### config.mk
export PLATFORM = sky130hd
export DESIGN_NAME = mux_scan
export DESIGN_NICKNAME = d
export VERILOG_FILES = /design/src/rtl/mux_scan_pkg.sv /design/src/rtl/mux_n_sel.sv /design/src/rtl/mux_scan.sv
export SDC_FILE = /design/constraint.sdc
export NUM_CORES = 1
export LEC_CHECK = 0
export CORE_AREA = 2 2 42 44
export DETAILED_ROUTE_END_ITERATION = 10
export DIE_AREA = 0 0 44 46
export GPL_TIMING_DRIVEN = 1
export PLACE_DENSITY = 0.79
export SLEW_MARGIN = 20
export SYNTH_ARGS = -nofsm -noshare
export SYNTH_HDL_FRONTEND = slang
export SYNTH_SLANG_ARGS = --single-unit
### constraint.sdc
create_clock -name clock -period 2.6 [get_ports clock]
set_input_delay 0.52 -clock clock [delete_from_list [all_inputs] [get_ports clock]]
set_output_delay 0.52 -clock clock [all_outputs]
set_load 0.03 [all_outputs]
### src/rtl/mux_scan_pkg.sv
// Shared definitions for the mux_scan selector.
//
// Contents:
//   state_t      - FSM encoding (manual / scan)
//   MODE_MANUAL  - value of the mode input that selects manual channel choice
//   MODE_SCAN    - value of the mode input that selects round-robin scanning
package mux_scan_pkg;

    typedef enum logic {
        ST_MAN  = 1'b0,
        ST_SCAN = 1'b1
    } state_t;

    localparam logic MODE_MANUAL = 1'b0;
    localparam logic MODE_SCAN   = 1'b1;

endpackage

### src/rtl/mux_n_sel.sv
// Combinational N_CH x WIDTH channel selector.
//
// An index that does not name an existing channel yields all-zero data
// and hit=0, so indices N_CH..2**SEL_W-1 are safe to present.
//
// Ports:
//   data  in  N_CH*WIDTH  packed channels, channel k at [k*WIDTH +: WIDTH]
//   idx   in  SEL_W       channel to select
//   out   out WIDTH       selected channel data (0 when out of range)
//   hit   out 1           1 when idx < N_CH
module mux_n_sel #(
    parameter int N_CH  = 7,
    parameter int WIDTH = 1,
    parameter int SEL_W = 3
) (
    input  logic [N_CH*WIDTH-1:0] data,
    input  logic [SEL_W-1:0]      idx,
    output logic [WIDTH-1:0]      out,
    output logic                  hit
);

    always_comb begin
        out = '0;
        hit = 1'b0;
        for (int k = 0; k < N_CH; k++) begin
            if (idx == SEL_W'(k)) begin
                out = data[k*WIDTH +: WIDTH];
                hit = 1'b1;
            end
        end
    end

endmodule

### src/rtl/mux_scan.sv
// Registered N-channel selector with manual and round-robin scan modes.
//
// In manual mode the channel comes from sel. In scan mode each channel is
// shown for DWELL enabled cycles, wrapping from N_CH-1 back to 0, and
// sweep_done pulses on the final dwell cycle of the last channel.
//
// Ports:
//   clock       in  1           rising-edge clock
//   resetn      in  1           synchronous active-low reset
//   enable      in  1           0 holds every register (sweep_done forced 0)
//   mode        in  1           0 = manual, 1 = scan
//   sel         in  SEL_W       manual channel select
//   data_in     in  N_CH*WIDTH  channel k at [k*WIDTH +: WIDTH]
//   data_out    out WIDTH       registered selected data
//   chan_out    out SEL_W       channel index reflected by data_out
//   chan_valid  out 1           chan_out names an existing channel
//   sweep_done  out 1           end-of-sweep strobe in scan mode
module mux_scan
    import mux_scan_pkg::*;
#(
    parameter int N_CH    = 7,
    parameter int WIDTH   = 1,
    parameter int SEL_W   = 3,
    parameter int DWELL   = 4,
    parameter int DWELL_W = 3
) (
    input  logic                  clock,
    input  logic                  resetn,
    input  logic                  enable,
    input  logic                  mode,
    input  logic [SEL_W-1:0]      sel,
    input  logic [N_CH*WIDTH-1:0] data_in,
    output logic [WIDTH-1:0]      data_out,
    output logic [SEL_W-1:0]      chan_out,
    output logic                  chan_valid,
    output logic                  sweep_done
);

    state_t             state;
    state_t             state_next;
    logic [SEL_W-1:0]   idx;
    logic [DWELL_W-1:0] cnt;

    logic [SEL_W-1:0]   eff_idx;
    logic [DWELL_W-1:0] eff_cnt;
    logic [SEL_W-1:0]   pick_idx;
    logic [SEL_W-1:0]   idx_next;
    logic [DWELL_W-1:0] cnt_next;
    logic               last_dwell;
    logic               last_chan;
    logic               scan_now;
    logic [WIDTH-1:0]   pick_data;
    logic               pick_hit;

    // State register.
    always_ff @(posedge clock) begin
        if (!resetn) begin
            state <= ST_MAN;
        end else if (enable) begin
            state <= state_next;
        end
    end

    // Next state and scan bookkeeping. The first scan cycle after manual
    // mode behaves as if idx and cnt were zero, so every sweep restarts
    // at channel 0 regardless of what the counters held before.
    always_comb begin
        state_next = state;
        scan_now   = (mode == MODE_SCAN);
        eff_idx    = idx;
        eff_cnt    = cnt;
        if (state == ST_MAN) begin
            eff_idx = '0;
            eff_cnt = '0;
        end

        last_dwell = (eff_cnt == DWELL_W'(DWELL - 1));
        last_chan  = (eff_idx == SEL_W'(N_CH - 1));

        idx_next = eff_idx;
        cnt_next = eff_cnt + DWELL_W'(1);
        if (last_dwell) begin
            cnt_next = '0;
            idx_next = last_chan ? '0 : eff_idx + SEL_W'(1);
        end

        pick_idx   = scan_now ? eff_idx : sel;
        state_next = scan_now ? ST_SCAN : ST_MAN;
    end

    mux_n_sel #(
        .N_CH  (N_CH),
        .WIDTH (WIDTH),
        .SEL_W (SEL_W)
    ) u_sel (
        .data (data_in),
        .idx  (pick_idx),
        .out  (pick_data),
        .hit  (pick_hit)
    );

    // Output and counter registers. idx/cnt only move in scan mode; their
    // value while in manual mode is irrelevant because entry masks them.
    always_ff @(posedge clock) begin
        if (!resetn) begin
            data_out   <= '0;
            chan_out   <= '0;
            chan_valid <= 1'b0;
            sweep_done <= 1'b0;
            idx        <= '0;
            cnt        <= '0;
        end else if (enable) begin
            data_out   <= pick_data;
            chan_out   <= pick_idx;
            chan_valid <= pick_hit;
            sweep_done <= scan_now && last_chan && last_dwell;
            if (scan_now) begin
                idx <= idx_next;
                cnt <= cnt_next;
            end
        end else begin
            sweep_done <= 1'b0;
        end
    end

endmodule

# Word-level counts from Yosys, hierarchy flattened
# Cells that the tools add are included.
# word_totals
regBits	13
ram_bits	0
latchBits	0
word_cells	43
out_inout_bits	6
mem_count	0
rom_bits	0
# classes
n_lt_le_gt_ge	0
reduce_logical	5
mul	0
n_addsub	2
eq_ne	8
shift	0
muxes	21
n_bitwise	0
n_div	0
# ops
operator	n
$mux 3	6
$mux 1	15
$eq 3x3->1 const B	4
$eq 3x2->1 const B	3
$add 3x1->3 const B	2
$reduce_and 2->1	2
$eq 3x1->1 const B	1
$logic_not 3->1	1
$logic_and 1x1->1	2

# Depth between registers and ports, before layout
# Gate-level depths: netlist (run 1).
# depth
depth_word	10
ltp_mapped	8

# Hierarchy
# A second synthesis (run 1) with hierarchy kept.
# hier_totals
hier_cells	83
area_unflattened_um2	718.2
# by_module_without_submodules
module	n_inst	seq_area_each_um2	cells_each	area_each_um2
mux_scan	1	260.2	72	640.6
mux_n_sel	1	0.0	11	77.6

# Least setup slack after synthesis (run 1)
# OpenSTA, ideal clock, no wires.
# synth_timing
path_type	register -> register
startpoint	register state
endpoint	register idx[1]
period_less_slack_ps	1650
arrival_time_ps	1578
required_ps	2528
path_stages_with_launch	8
path_slack_ps	950
cell_sequence	dfxtp_1 buf_2 and2_1 ha_1 a21boi_0 and3_1 o221ai_1 a21oi_1
# synth_via
elab_chain_cells	4
elab_cells_between_ends	7
# synth_lines
item	line_no	text
start: declaration	mux_scan.sv:39	state_t state;
start signal: assignment	mux_scan.sv:60	state <= state_next;
$mux 3	mux_scan.sv:72	if (state == ST_MAN) begin
$add 3x1->3 or $eq 3x3->1 (tied branches)	mux_scan.sv:84, mux_scan.sv:78	
$mux 3	mux_scan.sv:84	idx_next = last_chan ? '0 : eff_idx + SEL_W'(1);
$mux 3 (*)	mux_scan.sv:82	if (last_dwell) begin
end signal: assignment	mux_scan.sv:118	idx <= idx_next;
end: declaration	mux_scan.sv:41	logic [SEL_W-1:0] idx;
# Every way passes the cells marked *; elsewhere a longest branch is shown, timed or not.
# A chain may end at the register's enable or synchronous reset.

# Worst setup path after layout (run 1)
# layout_timing
startpoint	input mode
endpoint	register data_out
# layout_via
elab_chain_cells	9
elab_cells_between_ends	15
# layout_lines
item	line_no	text
start: declaration	mux_scan.sv:30	input logic mode,
$mux 3 (*)	mux_scan.sv:87	pick_idx = scan_now ? eff_idx : sel;
$logic_not 3->1	mux_n_sel.sv:26	if (idx == SEL_W'(k)) begin
$mux 1 (6 in a row)	mux_n_sel.sv:26	
$mux 1 (*)	mux_n_sel.sv:26	
end signal: assignment	mux_scan.sv:113	data_out <= pick_data;
end: declaration	mux_scan.sv:33	output logic [WIDTH-1:0] data_out,
# Marks and branches as above.

==> metrics.yaml, run 1 <==
power:
  ir_drop_mv: 0.2522
  power.density_nw_per_um2: 453.2
  p_sw_uw: 110.2
  power_uw: 419.1
  intPower_uw: 308.9
  p_leak_uw: 0.0003231
  p_clk_frac: 0.302
  sw_frac_of_total: 0.2629
  combPwrFrac: 0.199
  pwr-share-seq: 0.500
min_path:
  hold_depth: 2
  hp-start: "cnt[2]$_SDFFE_PN0P_"
  worstHoldEndpoint: "cnt[2]$_SDFFE_PN0P_"
  min_path_type: "reg -> reg"
global_routing:
  grt_max_degree: 15
  overflow: 0
  grt_pass1_vias: 623
  grt_pass1_wl_um: 2504
  grt_use_total: 0.1759
  antenna_found_initial: 0
synthesis:
  synth.area.top_cells: "dfxtp_1 38%, nand2_1 5.5%, a21oi_1 5.1%"
  ys_warn_count: 0
  synth_top_cell_by_area: "dfxtp_1"
  synth_cell_type_count: 31
  ys_ff_latch: 13
  netlist_area_sq_um: 681.9
  syn_nets: 95
  synthCells: 80
  yosysSeqAreaShare: 0.3817
  synth_top_area_share: 0.3817
  syn_avg_cell_area_sq_um: 8.524
setup_path:
  startpoint_type: "input pin"
  cp.arrival_ns: 2.04
  crit_path_end_kind: "register"
  crit_required_ns: 2.77
  cp_max_fo: 8
  r2r_slack_ns: 0.89
  reg2reg_depth: 7
  r2r-end: "idx[1]$_SDFFE_PN0P_"
  critical_path_class: "in -> reg"
  rr_startpoint: "state$_SDFFE_PN0P_"
  startpoint: "mode"
floorplan:
  die_height_um: 46
  coreArea_sq_um: 1614
  fp.dieW_um: 44
  die_area_sq_um: 2024
  rows: 15
  initial_core_util: 0.4225
  num_io_pins: 20
clocking:
  clk_pin_slew_worst_paths_ns: 0.08
  cts_root_buf: "clkbuf_4"
  h-tree-depth: 1
  clock-sinks: 13
  clk_latency_ns: 0.27
  cts_tree: "yes"
  cts_setup_buffers: 0
  post_cts_resized: 0
  hold_buffers: 0
  cts_buffers: 3
  clk_path_buf_depth: 2
routing:
  avgViaCountPerCell: 5.608
  ant_nets: 0
  dr_total_vias: 673
  wl_um: 1498
  drt_iter0_drc: 10
  post_drt_wl_per_cell_um: 12.48
  drc: 0
  firstDrtPassIters: 4
cells_and_area:
  area_delta_synth_final_pct: 35.60
  nets: 119
  n_fill_cell: 150
  antennaDiodeCount: 0
  drive_gt1_frac: 0.1165
  finalInstanceArea_sq_um: 924.6
sta:
  drv_slew: 0
  skew_ns: 0.001753
  finalSetupViolCount: 0
  period_share: 0.7218
  rsz0062_at_grt: "false"
  slew_headroom: 0.6662
  worstMarginPinSlew_ns: 0.4984
  setup_tns_ns: 0
  fmax_mhz: 532.8
  post-route-min-period_ns: 1.877
  hold_viol: 0
run_status:
  outcome: "completed"
placed_design:
  dp_hpwl_um: 1165
  port_buffers: 19
  globalplace.congestion: 0.7300
  placed_cell_area_sq_um: 898.4
run:
  maxCapViolations: 0
==> cells in the final DEF, fill, tap and decap left out, drive strengths merged <==
master | Yosys | final
nand2 | 11 | 11
nor2 | 7 | 7
a21boi | 2 | 2
xnor2 | 1 | 1
nand3b | 1 | 1
nor4 | 1 | 1
nor2b | 3 | 3
o221ai | 2 | 2
nand3 | 4 | 4
clkbuf | 0 | 4
mux2 | 3 | 3
o31ai | 1 | 1
nand2b | 2 | 2
a311oi | 1 | 1
and2 | 3 | 3
clkdlybuf4s50 | 0 | 19
clkinv | 1 | 1
or2b | 1 | 1
buf | 2 | 2
nand4b | 1 | 1
a211oi | 3 | 3
a21oi | 7 | 7
ha | 1 | 1
o21ai | 4 | 4
a31oi | 4 | 4
and3 | 1 | 1
dfxtp | 13 | 13
==> metal layers <==
layer,track usage,vias up,part of all wire,wire [um]
met1,0.1790,307,0.43,643
li1,-,340,-,-
met3,0.05159,2,0.053,80
met4,0.1091,0,0.0093,14
met2,0.3147,24,0.51,760
met5,0,-,0,0
==> synthesized netlist by cell type <==
| master | n |
|---|---|
| o21ai_0 | 4 |
| nor2b_1 | 3 |
| nand3b_1 | 1 |
| and2_1 | 2 |
| nand2_1 | 10 |
| nand3_2 | 1 |
| dfxtp_1 | 13 |
| a21boi_0 | 2 |
| nand3_1 | 3 |
| and2_2 | 1 |
| nor2_1 | 7 |
| buf_2 | 2 |
| mux2_1 | 1 |
| clkinv_1 | 1 |
| mux2_2 | 1 |
| nand4b_1 | 1 |
| nor4_1 | 1 |
| a21oi_1 | 7 |
| nand2_4 | 1 |
| o221ai_1 | 2 |
| a311oi_1 | 1 |
| a211oi_1 | 3 |
| ha_1 | 1 |
| mux2_4 | 1 |
| nand2b_1 | 2 |
| and3_1 | 1 |
| a31oi_1 | 3 |
| a31oi_2 | 1 |
| o31ai_1 | 1 |
| xnor2_1 | 1 |
| or2b_4 | 1 |
==> worst max path at each step <==
stage | slack, ns | depth (start not counted) | to
after floorplan | 0.95 | 7 | idx[1]$_SDFFE_PN0P_
after global placement | 0.50 | 6 | data_out$_SDFFE_PN0P_
after detailed placement | 0.45 | 6 | data_out$_SDFFE_PN0P_
after CTS | 0.77 | 6 | data_out$_SDFFE_PN0P_
after global routing | 0.65 | 6 | data_out$_SDFFE_PN0P_
final | 0.72 | 6 | data_out$_SDFFE_PN0P_
==> power groups by stage <==
stage                     sequential, uW  combinational [uW]  clock [uW]
after floorplan                      225                32.2           0
after global placement               214                82.0           0
after detailed placement             214                83.3           0
after CTS                            209                83.5         133
after global routing                 211                89.2         142
final                                209                83.3         126
==> stage by stage <==
stage,cells,worst slack (ns),util,hold WS [ns]
floorplan,80,0.9497,-,0.4225
global placement,116,0.5003,0.5566,0.4336
detailed placement,116,0.4468,0.5566,0.4433
CTS,120,0.7682,0.5729,0.4560
global route,120,0.6488,0.5729,0.4864
finish,120,0.7232,0.5729,0.4541
==> cells by family (layout without fill, tap and decap cells) <==
logic type,Yosys count,after routing,synth area share
compound gates,24,24,0.2312
simple gates,35,35,0.2808
buf+inv,3,26,0.02018
fa+ha+maj,1,1,0.01835
mux,3,3,0.05504
xor+xnor,1,1,0.01285
flops,13,13,0.3817
==> final cells by class <==
class | instances | area (sq um) | share of cell area
clock buffers | 4 | 26.28 | 0.02842
flip-flops and latches | 13 | 260.3 | 0.2815
multi-input cells | 64 | 407.9 | 0.4411
well taps | 17 | 21.27 | 0.02300
repair buffers | 21 | 205.2 | 0.2219
inverters | 1 | 3.754 | 0.004060
==> flip-flops by register name, summed over array words and instances, names as in the netlist <==
signal,cells
chan_out,3
cnt,3
idx,3
chan_valid,1
data_out,1
state,1
sweep_done,1
==> worst max-delay path, cell delays in order <==
cell,delay (ns)
clkdlybuf4s50_1,0.65
nor2b_1,0.09
a31oi_1,0.41
o31ai_1,0.15
a21oi_1,0.14
a31oi_1,0.09
Note: power is estimated with default switching activity, not from simulation.
==> inputs of run 2 (changes only) <==
Clock period 2.6 ns to 1.81 ns, I/O delays scaled along.
==> run 2 against run 1 <==
Clock power is 38% higher; clock-buffer cell count did not move; hold slack hardly changed; total power is 46% higher; sequential power up 44%; cell area is 9.7% higher; global-route usage up 0.51 points; critical path depth is 5 lower; combinational power grew 63%.
==> metrics.yaml, run 2 (synthesis gave the netlist of run 1 again) <==
setup_path:
  crit_buf_inv: 1  # unchanged
  startpoint_type: "register"
  critPathMaxStageDelay_ns: 0.68  # +0.03 ns
  crit_required_ns: 1.45  # -1.32 ns
  cp_top_family: "buffers and inverters"
  slowest_stage: "clkdlybuf4s50_1"
  crit_path_end_kind: "output port"
  cp.arrival_ns: 1.29  # -0.75 ns
  crit_path_cell_trace: "clkdlybuf4s50_1"
  cp_max_fo: 2  # -6
  critical_path_class: "reg -> out"
sta:
  period_share: 0.9140
  finalSetupViolCount: 0  # unchanged
  skew_ns: 0.003106  # +0.001353 ns
  fin_hold_ws_ns: 0.4540  # -0.00008300 ns
  drv_slew: 0  # unchanged
  rsz0062_at_grt: "false"
  slew_headroom: 0.7401  # +0.07390
  fmax_mhz: 604.5
  post-route-min-period_ns: 1.654
  setup_tns_ns: 0  # unchanged
  setup_ws_ns: 0.1557  # -0.5675 ns
  hold_viol: 0  # unchanged
  worstMarginPinSlew_ns: 0.3864  # -0.1120 ns
clocking:
  clock-sinks: 13  # unchanged
  post_cts_resized: 0  # unchanged
  clk_latency_ns: 0.27  # about the same
  hold_buffers: 0  # unchanged
  cts_tree: "yes"
  cts_buffers: 3  # unchanged
  h-tree-depth: 1  # unchanged
  clk_path_buf_depth: 2  # unchanged
  cts_setup_buffers: 0  # unchanged
  clk_pin_slew_worst_paths_ns: 0.08  # about the same
  cts_root_buf: "clkbuf_4"
floorplan:
  die_height_um: 46  # unchanged
  die_area_sq_um: 2024  # unchanged
  num_io_pins: 20  # unchanged
  rows: 15  # unchanged
  initial_core_util: 0.4225  # unchanged
  coreArea_sq_um: 1614  # unchanged
  fp.dieW_um: 44  # unchanged
global_routing:
  met3_usage: 0.04365  # -0.007937
  overflow: 0  # unchanged
  met2_usage: 0.3118  # -0.002941
  antenna_found_initial: 0  # unchanged
  grt_use_total: 0.1810  # +0.005104
  top_usage_layer: "met2"
  grt_max_degree: 13  # -2
  grt_pass1_wl_um: 2725  # +8.8%
  met1_usage: 0.2153  # +0.03631
  grt_pass1_vias: 687  # +10%
cells_and_area:
  final_common_cell: "clkdlybuf4s50_1"
  drive_gt1_frac: 0.2087  # +0.09219
  antennaDiodeCount: 0  # unchanged
  largestRegisters: "chan_out (3), cnt (3), idx (3)"
  stdcell_count: 132  # +10%
  final_cell_mix: "19 x clkdlybuf4s50_1, 14 x buf_4, 13 x dfxtp_1"
  nets: 131  # +10%
  finalInstanceArea_sq_um: 1015  # +9.7%
  area_delta_synth_final_pct: 48.81
routing:
  firstDrtPassIters: 4  # unchanged
  drt_iter0_drc: 5  # -5
  wl_um: 1482  # -1.1%
  post_drt_wl_per_cell_um: 11.23  # -10%
  avgViaCountPerCell: 5.220  # -6.9%
  dr_total_vias: 689  # +2.4%
  ant_nets: 0  # unchanged
  drc: 0  # unchanged
placed_design:
  port_buffers: 19  # unchanged
  dp_slack_ns: -0.09144  # -0.5382 ns
  dp_hpwl_um: 1201  # +3.0%
  place_inst: 128  # +10%
  placed_cell_area_sq_um: 988.4  # +10%
  globalplace.congestion: 0.7453  # +2.1%
min_path:
  min_path_type: "reg -> reg"
run_status:
  outcome: "completed"
power:
  ir_drop_mv: 0.4732  # +88%
  power.density_nw_per_um2: 602.4  # +33%
  p_leak_uw: 0.0003788  # +17%
run:
  maxCapViolations: 0  # unchanged
## run 2: cell count changes in the layout (fill, tap and decap cells not counted), sizes merged
cell / change
buf: +12
## run 2: area by class of cell
| cell class | instances | area, sq um |
|---|---|---|
| multi-input cells | 64 | 407.9 |
| flip-flops and latches | 13 | 260.3 |
| inverters | 1 | 3.754 |
| repair buffers | 33 | 295.3 |
| clock buffers | 4 | 26.28 |
| fillers | 151 | 599.3 |
| well taps | 17 | 21.27 |
## run 2: worst reg2reg max path: stages, from the launching register on
cell and delay, ns:
dfxtp_1 0.35, and2_1 0.16, ha_1 0.19, a21boi_0 0.37, and3_1 0.22, o221ai_1 0.12
a21oi_1 0.14
## run 2: path summary, 6_finish.rpt
check                              from             endpoint  slack, ns  cells after the start
setup / recovery  data_out$_SDFFE_PN0P_             data_out       0.16                      1
hold / removal      cnt[2]$_SDFFE_PN0P_  cnt[2]$_SDFFE_PN0P_       0.45                      2
setup reg to reg     state$_SDFFE_PN0P_  idx[1]$_SDFFE_PN0P_       0.20                      6
hold reg to reg     cnt[2]$_SDFFE_PN0P_  cnt[2]$_SDFFE_PN0P_       0.45                      2
## run 2: per-layer routing
metal  up-vias  part of all wire  routed length (um)
met2        22              0.49                 722
met4         0            0.0067                  10
li1        361                 -                   -
met1       304              0.45                 670
met5         -                 0                   0
met3         2             0.052                  77
## run 2: per-stage QoR
stage            util  total power (uW)
6_report       0.6287             611.3
5_1_grt        0.6287             642.6
4_1_cts        0.6287             620.4
3_5_place_dp   0.6124             443.6
3_3_place_gp   0.6124             442.4
2_1_floorplan       -             369.8
## run 2: where the power goes
part           leakage (uW)  switching, uW  internal [uW]
Sequential         0.000106           5.22            296
Clock             0.0000150           88.9           85.3
Combinational      0.000257           58.9           76.7
